File: config.mk
export PLATFORM = sky130hd
export DESIGN_NAME = seg_scan_ctrl_flat
export DESIGN_NICKNAME = d
export VERILOG_FILES = /design/src/rtl/seg_scan_ctrl_if.sv /design/src/rtl/seg_scan_ctrl.sv /design/src/flat_wrapper.sv
export SDC_FILE = /design/constraint.sdc
export NUM_CORES = 1
export LEC_CHECK = 0
export CORE_MARGIN = 2
export CORE_UTILIZATION = 54
export DETAILED_ROUTE_END_ITERATION = 7
export HOLD_SLACK_MARGIN = 0.12
export PLACE_DENSITY = 0.77
export SKIP_CTS_REPAIR_TIMING = 1
export SLEW_MARGIN = 40
export SYNTH_ARGS = -nofsm -noshare
export SYNTH_HDL_FRONTEND = slang
export SYNTH_SLANG_ARGS = --single-unit
File: constraint.sdc
create_clock -name clk -period 3 [get_ports clk]
set_clock_uncertainty 0.2 [all_clocks]
set_input_delay 0.75 -clock clk [delete_from_list [all_inputs] [get_ports clk]]
set_output_delay 0.75 -clock clk [all_outputs]
set_load 0.05 [all_outputs]
File: src/rtl/seg_scan_ctrl_if.sv
// Display-side bundle of the stopwatch scan controller: time/blink inputs in,
// multiplexed segment/anode drive and frame strobe out.
interface seg_scan_ctrl_if;
   logic [5:0] min;
   logic [5:0] sec;
   logic       blink_min;
   logic       blink_sec;
   logic [6:0] seg;
   logic [3:0] an;
   logic       frame_done;

   modport master (
      output min, sec, blink_min, blink_sec,
      input  seg, an, frame_done
   );

   modport slave (
      input  min, sec, blink_min, blink_sec,
      output seg, an, frame_done
   );
endinterface

File: src/rtl/seg_scan_ctrl.sv
// Four-digit mm:ss scan scheduler with guard gaps, field blinking and per-frame snapshot.
// Optional feature macro: LEADING_ZERO_BLANK_EN (blank digit 3 when minutes tens is zero).
module seg_scan_ctrl #(
   parameter int CLK_HZ    = 100_000_000,
   parameter int SCAN_HZ   = 1000,
   parameter int BLINK_HZ  = 2,
   parameter int GUARD_CYC = 4
) (
   input  logic           clk,
   input  logic           reset_n,
   seg_scan_ctrl_if.slave bus
);

   localparam int SCAN_DIV  = CLK_HZ / SCAN_HZ;
   localparam int BLINK_DIV = CLK_HZ / (2 * BLINK_HZ);
   localparam int SCAN_W    = $clog2(SCAN_DIV + 1);
   localparam int BLINK_W   = $clog2(BLINK_DIV + 1);

   logic [SCAN_W-1:0]  slot_cnt;
   logic [1:0]         idx;
   logic [BLINK_W-1:0] blink_cnt;
   logic               blink_ph;
   logic [5:0]         min_sh;
   logic [5:0]         sec_sh;

   logic               slot_end;
   logic [7:0]         min_bcd;
   logic [7:0]         sec_bcd;
   logic [3:0]         digit;
   logic [3:0]         an_next;

   logic [6:0]         seg_p1;
   logic [3:0]         an_p1;
   logic               frame_done_p1;

   function automatic logic [5:0] sat59(input logic [5:0] v);
      return (v > 6'd59) ? 6'd59 : v;
   endfunction

   // Tens/ones by compare-and-subtract; input is already limited to 0..59.
   function automatic logic [7:0] to_bcd(input logic [5:0] v);
      logic [5:0] r;
      logic [3:0] t;
      r = v;
      if (r >= 6'd50) begin
         t = 4'd5; r = r - 6'd50;
      end else if (r >= 6'd40) begin
         t = 4'd4; r = r - 6'd40;
      end else if (r >= 6'd30) begin
         t = 4'd3; r = r - 6'd30;
      end else if (r >= 6'd20) begin
         t = 4'd2; r = r - 6'd20;
      end else if (r >= 6'd10) begin
         t = 4'd1; r = r - 6'd10;
      end else begin
         t = 4'd0;
      end
      return {t, r[3:0]};
   endfunction

   function automatic logic [6:0] seg_code(input logic [3:0] d);
      logic [6:0] c;
      case (d)
         4'd0:    c = 7'h40;
         4'd1:    c = 7'h79;
         4'd2:    c = 7'h24;
         4'd3:    c = 7'h30;
         4'd4:    c = 7'h19;
         4'd5:    c = 7'h12;
         4'd6:    c = 7'h02;
         4'd7:    c = 7'h78;
         4'd8:    c = 7'h00;
         4'd9:    c = 7'h10;
         default: c = 7'h7F;
      endcase
      return c;
   endfunction

   assign slot_end = (slot_cnt == SCAN_W'(SCAN_DIV - 1));
   assign min_bcd  = to_bcd(sat59(min_sh));
   assign sec_bcd  = to_bcd(sat59(sec_sh));

   always_comb begin
      digit = 4'd0;
      case (idx)
         2'd3:    digit = min_bcd[7:4];
         2'd2:    digit = min_bcd[3:0];
         2'd1:    digit = sec_bcd[7:4];
         default: digit = sec_bcd[3:0];
      endcase
   end

   // Anode gating: guard gap first, then blink masking of whole fields.
   always_comb begin
      an_next = 4'hF;
      if (slot_cnt >= SCAN_W'(GUARD_CYC))
         an_next[idx] = 1'b0;
      if (blink_ph) begin
         if (bus.blink_min) an_next[3:2] = 2'b11;
         if (bus.blink_sec) an_next[1:0] = 2'b11;
      end
`ifdef LEADING_ZERO_BLANK_EN
      if (min_bcd[7:4] == 4'd0)
         an_next[3] = 1'b1;
`endif
   end

   // Stage p0 -> p1: scan/blink state and snapshot feed the registered outputs.
   always_ff @(posedge clk or negedge reset_n) begin
      if (!reset_n) begin
         slot_cnt      <= '0;
         idx           <= 2'd3;
         blink_cnt     <= '0;
         blink_ph      <= 1'b0;
         min_sh        <= 6'd0;
         sec_sh        <= 6'd0;
         seg_p1        <= 7'h7F;
         an_p1         <= 4'hF;
         frame_done_p1 <= 1'b0;
      end else begin
         slot_cnt <= slot_end ? '0 : slot_cnt + 1'b1;
         if (slot_end)
            idx <= idx - 2'd1;
         if (blink_cnt == BLINK_W'(BLINK_DIV - 1)) begin
            blink_cnt <= '0;
            blink_ph  <= ~blink_ph;
         end else begin
            blink_cnt <= blink_cnt + 1'b1;
         end
         if (slot_end && idx == 2'd0) begin
            min_sh <= bus.min;
            sec_sh <= bus.sec;
         end
         seg_p1        <= seg_code(digit);
         an_p1         <= an_next;
         frame_done_p1 <= slot_end && (idx == 2'd0);
      end
   end

   assign bus.seg        = seg_p1;
   assign bus.an         = an_p1;
   assign bus.frame_done = frame_done_p1;

endmodule
File: src/flat_wrapper.sv
// flat-port wrapper written by rule: the top's interface ports become plain ports
module seg_scan_ctrl_flat 
#(
   parameter int CLK_HZ    = 100_000_000,
   parameter int SCAN_HZ   = 1000,
   parameter int BLINK_HZ  = 2,
   parameter int GUARD_CYC = 4
)
  (clk, reset_n, bus_min, bus_sec, bus_blink_min, bus_blink_sec, bus_seg, bus_an, bus_frame_done);
  seg_scan_ctrl_if bus_i ();
  input  logic clk;
  input  logic reset_n;
  input wire logic [$bits(bus_i.min)-1:0] bus_min;
  input wire logic [$bits(bus_i.sec)-1:0] bus_sec;
  input wire logic [$bits(bus_i.blink_min)-1:0] bus_blink_min;
  input wire logic [$bits(bus_i.blink_sec)-1:0] bus_blink_sec;
  output wire logic [$bits(bus_i.seg)-1:0] bus_seg;
  output wire logic [$bits(bus_i.an)-1:0] bus_an;
  output wire logic [$bits(bus_i.frame_done)-1:0] bus_frame_done;
  assign bus_i.min = bus_min;
  assign bus_i.sec = bus_sec;
  assign bus_i.blink_min = bus_blink_min;
  assign bus_i.blink_sec = bus_blink_sec;
  assign bus_seg = bus_i.seg;
  assign bus_an = bus_i.an;
  assign bus_frame_done = bus_i.frame_done;
  seg_scan_ctrl #(.CLK_HZ(CLK_HZ), .SCAN_HZ(SCAN_HZ), .BLINK_HZ(BLINK_HZ), .GUARD_CYC(GUARD_CYC)) u_core (.clk(clk), .reset_n(reset_n), .bus(bus_i));
endmodule
[After elaboration in Yosys (flattened, before gate mapping)]
Memories as Yosys holds them, arrays and structs flattened. A register that Yosys moved wholly into a read port is not among the register bits.
Cells that the tools add are included.
Widths: inputs -> output; s select.
Storage, ports and cells
  register bits: 62
  bits in read-only memories: 112
  bits of input ports: 16
  output and inout port bits: 12
  logic and storage cells: 79
  memories: 1
Memory list
  (no name shown): words 16, bits a word 7, rd ports 1, clocked after Yosys merged registers in 1, write ports 0, RTL line seg_scan_ctrl.sv:63  | case (d)
Operators by class
  add/sub/neg operators: 13
  magnitude comparators: 15
  equality and inequality tests: 5
  multiplexer cells: 31
  bitwise logic cells: 2
  reductions and logical operators: 4
Operators with widths (number)
  $mux 4: 20
  $add 25x1->25 const B: 1
  $eq 25x25->1 const B: 1
  $mux 25: 1
  $ge 6x5->1 const B: 4
  $ge 6x6->1 const B: 4
  $sub 4x4->4 const B: 6
  $add 17x1->17 const B: 1
  $eq 17x17->1 const B: 1
  $ge 17x3->1 const B: 1
  $mux 17: 1
  $ge 6x4->1 const B: 2
  $gt 6x6->1 const B: 2
  $mux 6: 2
  $pmux 4 s3: 1
  $sub 4x2->4 const B: 2
  $sub 4x3->4 const B: 2
  $eq 2x2->1 const B: 2
  $mux 2: 2
  $not 4->4: 1
  $lt 2x3->1 const B: 1
  $mux 1: 3
  $demux 1 s2: 1
  $eq 2x1->1 const B: 1
  6 further kinds: 7

[Logic depth before layout (Yosys ltp)]
Gate-level depths: netlist of run 1.
  depth in word-level cells: 9
  gate-level depth with buffers: 17
  depth with buffers taken out: 16

[Worst setup path before layout of run 1]
Ideal clock, no wire load.
  path type: reg-to-reg
  from: register u_core.sec_sh[2]
  to: register u_core.seg_p1[3] (netlist: u_core.bus.seg[3])
  setup time: 0.084 ns
  arrival time: 2.822 ns
  required time: 2.716 ns
  setup slack: -0.106 ns
  cell stages (with the launch flop): 17
  buffers on the path: 1
  clock period less this slack: 3.106 ns
  cells stage by stage: dfrtp_1 > buf_2 > clkinv_1 > nor2_1 > or2_1 > inv_1 > ha_1 > nor2b_1 > nor3_1 > o2bb2ai_1 > o21ai_0 > a31oi_1 > inv_1 > ha_1 > inv_1 > a21boi_1 > a311o_1
Between the ends
  word-level cells in the longest chain between the ends: 9
  elaborated cells on any way between the ends: 23
  those cells by class: add/sub: 5; order compare: 6; mux: 12
RTL lines
  start: declaration: RTL line seg_scan_ctrl.sv:24  | logic [5:0] sec_sh;
  start signal: assignment: RTL line seg_scan_ctrl.sv:132  | sec_sh <= bus.sec;
  $gt 6x6->1: RTL line seg_scan_ctrl.sv:37  | return (v > 6'd59) ? 6'd59 : v;
  $mux 6 *: RTL line seg_scan_ctrl.sv:37
  $ge 6x4->1 / $sub 4x4->4 (equally long branches): RTL line seg_scan_ctrl.sv:53, seg_scan_ctrl.sv:54
  $mux 4 / $mux 1 (equally long branches): RTL line seg_scan_ctrl.sv:53  | end else if (r >= 6'd10) begin
  $mux 4: RTL line seg_scan_ctrl.sv:51  | end else if (r >= 6'd20) begin
  $mux 4: RTL line seg_scan_ctrl.sv:49  | end else if (r >= 6'd30) begin
  $mux 4: RTL line seg_scan_ctrl.sv:47  | end else if (r >= 6'd40) begin
  $mux 4: RTL line seg_scan_ctrl.sv:45  | if (r >= 6'd50) begin
  $pmux 4 s3 *: RTL line seg_scan_ctrl.sv:85  | case (idx)
  end: declaration: RTL line seg_scan_ctrl.sv:32  | logic [6:0] seg_p1;
Every way passes the cells marked *; elsewhere a longest branch is shown, timed or not.
A chain may end at the register's enable or synchronous reset.

[Worst setup path after layout of run 1]
  from: register u_core.sec_sh[3]
  to: register u_core.seg_p1[0] (netlist: u_core.bus.seg[0])
The elaborated chain is that of the path after synthesis.

==> out/metrics.yaml, run 1 <==
status: "finished clean"
crit_path_end_kind: "register"
ys_top_cells_by_count: "dfrtp_1, nand2_1, nor2_1, nand3_1, xor2_1"
setup_viol: 0
hold_viol_final: 0
grt_pass1_wl_mm: 15.1
internal_power_uw: 1620
grt_max_degree: 49
max_freq_ghz: 0.338
rsz0062_at_grt: "true"
numCtsBuffers: 9
fp.dieW_um: 91.1
worst-path-buf-inv: 3
power_frac_clock_pct: 42.1
switching_share_pct: 25.3
clk_latency_ns: 0.35
initial_core_util_pct: 56.1
slowest_delay_ns: 0.39
syn_area_per_cell_um2: 9.58
maxCapViolCount: 0
layoutNonFillerInstCount: 580
worstSetupPathType: "reg2reg"
p_leak_uw: 0.00217
finalCriticalPeriod_ns: 2.96
cts_max_level: 3
hold_path.class: "in2async"
p_comb_share_pct: 13.4
drc_errors: 0
clock_sinks: 69
path_clk_slew_ns: 0.08
cpMostUsedCell: "inv_1"
r2r_slack_ns: 0.04
yosysMostFrequentCell: "dfrtp_1"
critPathLaunchType: "register"
dp.cells: 555
tightest_slew_ns: 0.607
slew_violations: 0
synth.area.top_cells: "dfrtp_1, dfstp_2, ha_1, xor2_1, nand2_1"
synth_area_um2: 4090
p_per_area_nw_per_um2: 438
clockRootBuffer: "clkbuf_8"
cts_buffer_depth: 2
cts_tree: "yes"
dp_hpwl_mm: 6.08
drtAntennaViolNets: 0
fin_nets: 511
path_delay_family: "compound AO/OA/AOI/OAI gates"
avgViaCountPerCell: 5.76
row_count: 31
core_area_um2: 7290
antenna_cells: 0
die_y_um: 91.1
cp_max_fo: 3
postSynthCellCount: 427
syn2layout_area_growth_pct: 21.2
p_total_uw: 2170
ys.flop_type: "dfrtp_1"
dr_total_vias: 3339
period_share_pct: 98.7
crit_arrival_ns: 3.05
relSlewSlack_pct: 59.5
seqPwrFrac_pct: 44.5
final_util_pct: 68.1
totalWireLength_mm: 9.01
synthArstFlopShare_pct: 100
place.gp.congestion: 0.914
die_area_um2: 8290
wl_per_cell_um: 15.5
ys_ff_latch: 69
crit_chain: "nand3_2, nor2_4, or2_4, buf_6, ha_4, a211oi_4, o2bb2ai_2, o211a_1, nor2_2, and2_4, inv_1, ha_1, inv_1, a21boi_1, a311o_1"
track_usage_pct: 22.5
critPathRequiredTime_ns: 3.09
grt_pass1_vias: 3236
numPortBuffers: 27
grt_antenna_before_repair: 0
syn-num-nets: 462
grt-ovfl-total: 0
first_pass_iters: 4
yosys_warnings: 0
switchingPower_uw: 550
ir_drop_mv: 0.333
yosys.area.top_type: "dfrtp_1"
drive_above_1_share_pct: 20.8
drtIter0Drc: 180
synth_top_area_share_pct: 34.2
boundaryPins: 28
synth_cell_types: 69
synth-edff-count: 0
crit_slowest_cell: "dfrtp_1"
seq_area_frac_synth_pct: 42.6
[per-stage QoR]
| step | hold slack [ns] | setup slack [ns] | area, µm² | setup TNS [ns] |
|---|---|---|---|---|
| 2_1_floorplan | 0.239 | 0.0137 | 4140 | 0 |
| 3_3_place_gp | 0.254 | 0.112 | 4570 | 0 |
| 3_5_place_dp | 0.280 | -0.0208 | 4570 | -0.0250 |
| 4_1_cts | 0.185 | -0.0465 | 4810 | -0.0720 |
| 5_1_grt | 0.200 | -0.0711 | 4960 | -0.156 |
| 6_report | 0.168 | 0.0390 | 4960 | 0 |
[power groups by stage]
stage	clock (µW)	sequential, µW	combinational [µW]
after floorplan	0	1040	111
after global placement	0	985	263
after detailed placement	0	985	268
after CTS	926	968	269
after global routing	964	970	311
final	915	968	290
[kinds of logic after synthesis]
family / count (synthesis) / synth area share [%]
multiplexers: 7 / 1.93
AO/OA/AOI/OAI: 80 / 15.0
flip-flops: 69 / 42.6
AND/OR/NAND/NOR: 170 / 20.8
XOR/XNOR: 42 / 8.99
buffers and inverters: 40 / 4.83
adder cells (fa/ha/maj): 19 / 5.81
[routing by layer]
layer | wire length [µm] | share of wire [%] | vias up | GRT usage, %
met4 | 265 | 2.9 | 0 | 10.2
met3 | 398 | 4.4 | 24 | 4.40
met2 | 4550 | 50 | 91 | 37.8
met1 | 3800 | 42 | 1638 | 28.0
met5 | 0 | 0 | - | 0
li1 | - | - | 1586 | -
[path summary, 6_finish.rpt]
check | from | endpoint | depth (start not counted)
min | reset_n | u_core.slot_cnt[10] | 1
min in group clk | u_core.slot_cnt[0] | u_core.slot_cnt[0] | 1
min reg2reg | u_core.slot_cnt[0] | u_core.slot_cnt[0] | 1
max reg2reg | u_core.sec_sh[3] | u_core.bus.seg[0] | 15
max | u_core.sec_sh[3] | u_core.bus.seg[0] | 15
max in group asynchronous | reset_n | u_core.idx[1] | 2
[layout by cell type, fill, tap and decap left out, types with 12 or more instances in the layout]
| master | netlist | routed |
|---|---|---|
| nand3_1 | 22 | 21 |
| clkdlybuf4s50_1 | 0 | 26 |
| buf_4 | 5 | 25 |
| o21ai_0 | 16 | 15 |
| dfstp_2 | 13 | 13 |
| xnor2_1 | 20 | 20 |
| clkbuf_8 | 0 | 12 |
| a21oi_1 | 13 | 13 |
| dfrtp_1 | 56 | 56 |
| nor2_1 | 34 | 32 |
| xor2_1 | 22 | 22 |
| inv_1 | 21 | 17 |
| nand2_1 | 47 | 46 |
| ha_1 | 19 | 14 |
| nor2b_1 | 14 | 13 |
[area by class of cell]
type | count | area (µm²)
multi-input combinational | 318 | 2270
sequential | 69 | 1740
inverter | 23 | 88.8
timing repair buffer | 55 | 495
clock inverter | 4 | 77.6
tap | 99 | 124
fill | 572 | 2330
clock buffer | 12 | 165
[registers in the layout, summed over array words and instances (netlist names)]
name,count
u_core.blink_cnt,25
u_core.slot_cnt,17
u_core.bus.seg,7
u_core.min_sh,6
u_core.sec_sh,6
u_core.bus.an,4
u_core.idx,2
u_core.blink_ph,1
u_core.bus.frame_done,1
[worst reg2reg max path, delay by kind of cell (launching register included)]
| family | cells | cell delay, ns |
|---|---|---|
| buffers and inverters | 3 | 0.24 |
| adder cells (fa/ha/maj) | 2 | 0.33 |
| AND/OR/NAND/NOR | 5 | 0.74 |
| flip-flops | 1 | 0.39 |
| AO/OA/AOI/OAI | 5 | 0.99 |
(Power assumes the default switching activity.)
==> run 2: changes to the inputs <==
--- a/config.mk
+++ b/config.mk
@@ -6,10 +6,9 @@
 export NUM_CORES = 1
 export LEC_CHECK = 0
 export CORE_MARGIN = 2
-export CORE_UTILIZATION = 54
+export CORE_UTILIZATION = 45
 export DETAILED_ROUTE_END_ITERATION = 7
 export HOLD_SLACK_MARGIN = 0.12
-export PLACE_DENSITY = 0.77
 export SKIP_CTS_REPAIR_TIMING = 1
 export SLEW_MARGIN = 40
 export SYNTH_ARGS = -nofsm -noshare
==> constraint.sdc (replaced) <==
create_clock -name clk -period 3.7 [get_ports clk]
set_clock_uncertainty 0.2 [all_clocks]
set_input_delay 0.925 -clock clk [delete_from_list [all_inputs] [get_ports clk]]
set_output_delay 0.925 -clock clk [all_outputs]
set_load 0.05 [all_outputs]
==> out/metrics.yaml, run 2 (same netlist as run 1, synthesis figures left out) <==
cts_max_level: 3
grt_antenna_before_repair: 0
dr_total_vias: 3187
wl_per_cell_um: 14.5
drtIter0Drc: 76
grt-ovfl-total: 0
grt_pass1_vias: 3207
drive_above_1_share_pct: 13.1
numCtsBuffers: 9
worstSetupPathType: "reg2reg"
path_clk_slew_ns: 0.07
final_common_cell: "dfrtp_1"
first_pass_iters: 4
relSlewSlack_pct: 57.3
critPathLaunchType: "register"
setup_viol: 0
fp.dieW_um: 99.4
track_usage_pct: 18.4
grt_max_degree: 35
avgViaCountPerCell: 5.55
internal_power_uw: 1360
p_per_area_nw_per_um2: 373
period_share_pct: 86.8
core_area_um2: 8760
antenna_cells: 0
grt_pass1_wl_mm: 14.7
seqPwrFrac_pct: 44.5
drc_errors: 0
mostFrequentLayoutCells: "dfrtp_1, nand2_1, nor2_1, clkdlybuf4s50_1"
largest_register: "u_core.blink_cnt"
fin_nets: 496
die_y_um: 99.4
maxCapViolCount: 0
rsz0062_at_grt: "false"
place.gp.congestion: 0.868
slew_violations: 0
hold_viol_final: 0
power_frac_clock_pct: 44.2
boundaryPins: 28
hold_path.class: "reg2reg"
largest_register_ffs: 25
switching_share_pct: 23.0
worst_hold_slack_ns: 0.275
critPathRequiredTime_ns: 3.76
totalWireLength_mm: 8.30
ir_drop_mv: 0.268
clk_latency_ns: 0.34
p_comb_share_pct: 11.4
status: "finished clean"
drtAntennaViolNets: 0
crit_arrival_ns: 3.27
setup_tns_ns: 0
row_count: 34
tightest_slew_ns: 0.640
switchingPower_uw: 408
numPortBuffers: 27
crit_path_end_kind: "register"
cts_buffer_depth: 2
finalCriticalPeriod_ns: 3.21
die_area_um2: 9870
cp_max_fo: 5
p_leak_uw: 0.00209
dp_hpwl_mm: 6.05
max_freq_ghz: 0.311
clock_sinks: 69
cts_tree: "yes"
syn2layout_area_growth_pct: 15.8
clockRootBuffer: "clkbuf_8"
initial_core_util_pct: 46.7
## run 2: cell types whose count changed in the layout (fill, tap and decap cells not counted), moves of 2 or more
cell and change:
buf_4 -12, inv_2 -4, inv_1 +4, nor2_1 +2, ha_4 -3, ha_1 +5, ha_2 -2, buf_6 -2
## run 2: area by class of cell
cell class	instances	area, µm²
well taps	108	135
multi-input cells	318	2150
flip-flops and latches	69	1740
inverters	23	86.3
clock inverters	3	90.1
repair buffers	40	363
clock buffers	13	169
fillers	791	4030
## run 2: power groups by stage
stage,registers (µW),clock network [µW],logic (µW)
2_1_floorplan,843,0,87.0
3_3_place_gp,801,0,202
3_5_place_dp,801,0,202
4_1_cts,787,802,203
5_1_grt,789,831,218
6_report,787,782,201
## run 2: worst paths after layout
kind                       cells past startpoint  slack [ns]           startpoint                  end
max in group asynchronous                      2        2.23              reset_n    u_core.bus.seg[2]
min reg2reg                                    1        0.28  u_core.blink_cnt[4]  u_core.blink_cnt[4]
min                                            1        0.28  u_core.blink_cnt[4]  u_core.blink_cnt[4]
min in group asynchronous                      1        0.29              reset_n  u_core.slot_cnt[11]
max                                           14        0.49     u_core.sec_sh[5]    u_core.bus.seg[3]
max reg2reg                                   14        0.49     u_core.sec_sh[5]    u_core.bus.seg[3]
## run 2: stage by stage
| step | utilization [%] | setup slack (ns) | cell area, µm² | power, µW | cells |
|---|---|---|---|---|---|
| floorplan | - | 0.594 | 4090 | 930 | 427 |
| global placement | 51.1 | 0.620 | 4480 | 1000 | 558 |
| detailed placement | 51.1 | 0.515 | 4480 | 1000 | 558 |
| CTS | 54.1 | 0.501 | 4740 | 1790 | 574 |
| global route | 54.1 | 0.224 | 4740 | 1840 | 574 |
| finish | 54.1 | 0.487 | 4740 | 1770 | 574 |
## run 2: routing by layer
layer | global-route usage (%) | vias up | share of wire [%]
met1 | 23.5 | 1552 | 45
met4 | 6.74 | 0 | 2.0
met5 | 0 | - | 0
li1 | - | 1568 | -
met3 | 3.65 | 9 | 3.9
met2 | 31.0 | 58 | 49
## run 2: worst max-delay path, stage by stage, from the launching register on
cell and delay, ns:
dfrtp_1 0.38, nand3_1 0.12, nor2_1 0.06, or2_1 0.28, ha_1 0.25, nor2b_1 0.14
o211ai_2 0.22, o22ai_1 0.15, nor4_1 0.32, nor2_1 0.13, and2_1 0.21, ha_1 0.30
inv_1 0.06, a21boi_1 0.05, a311o_1 0.27
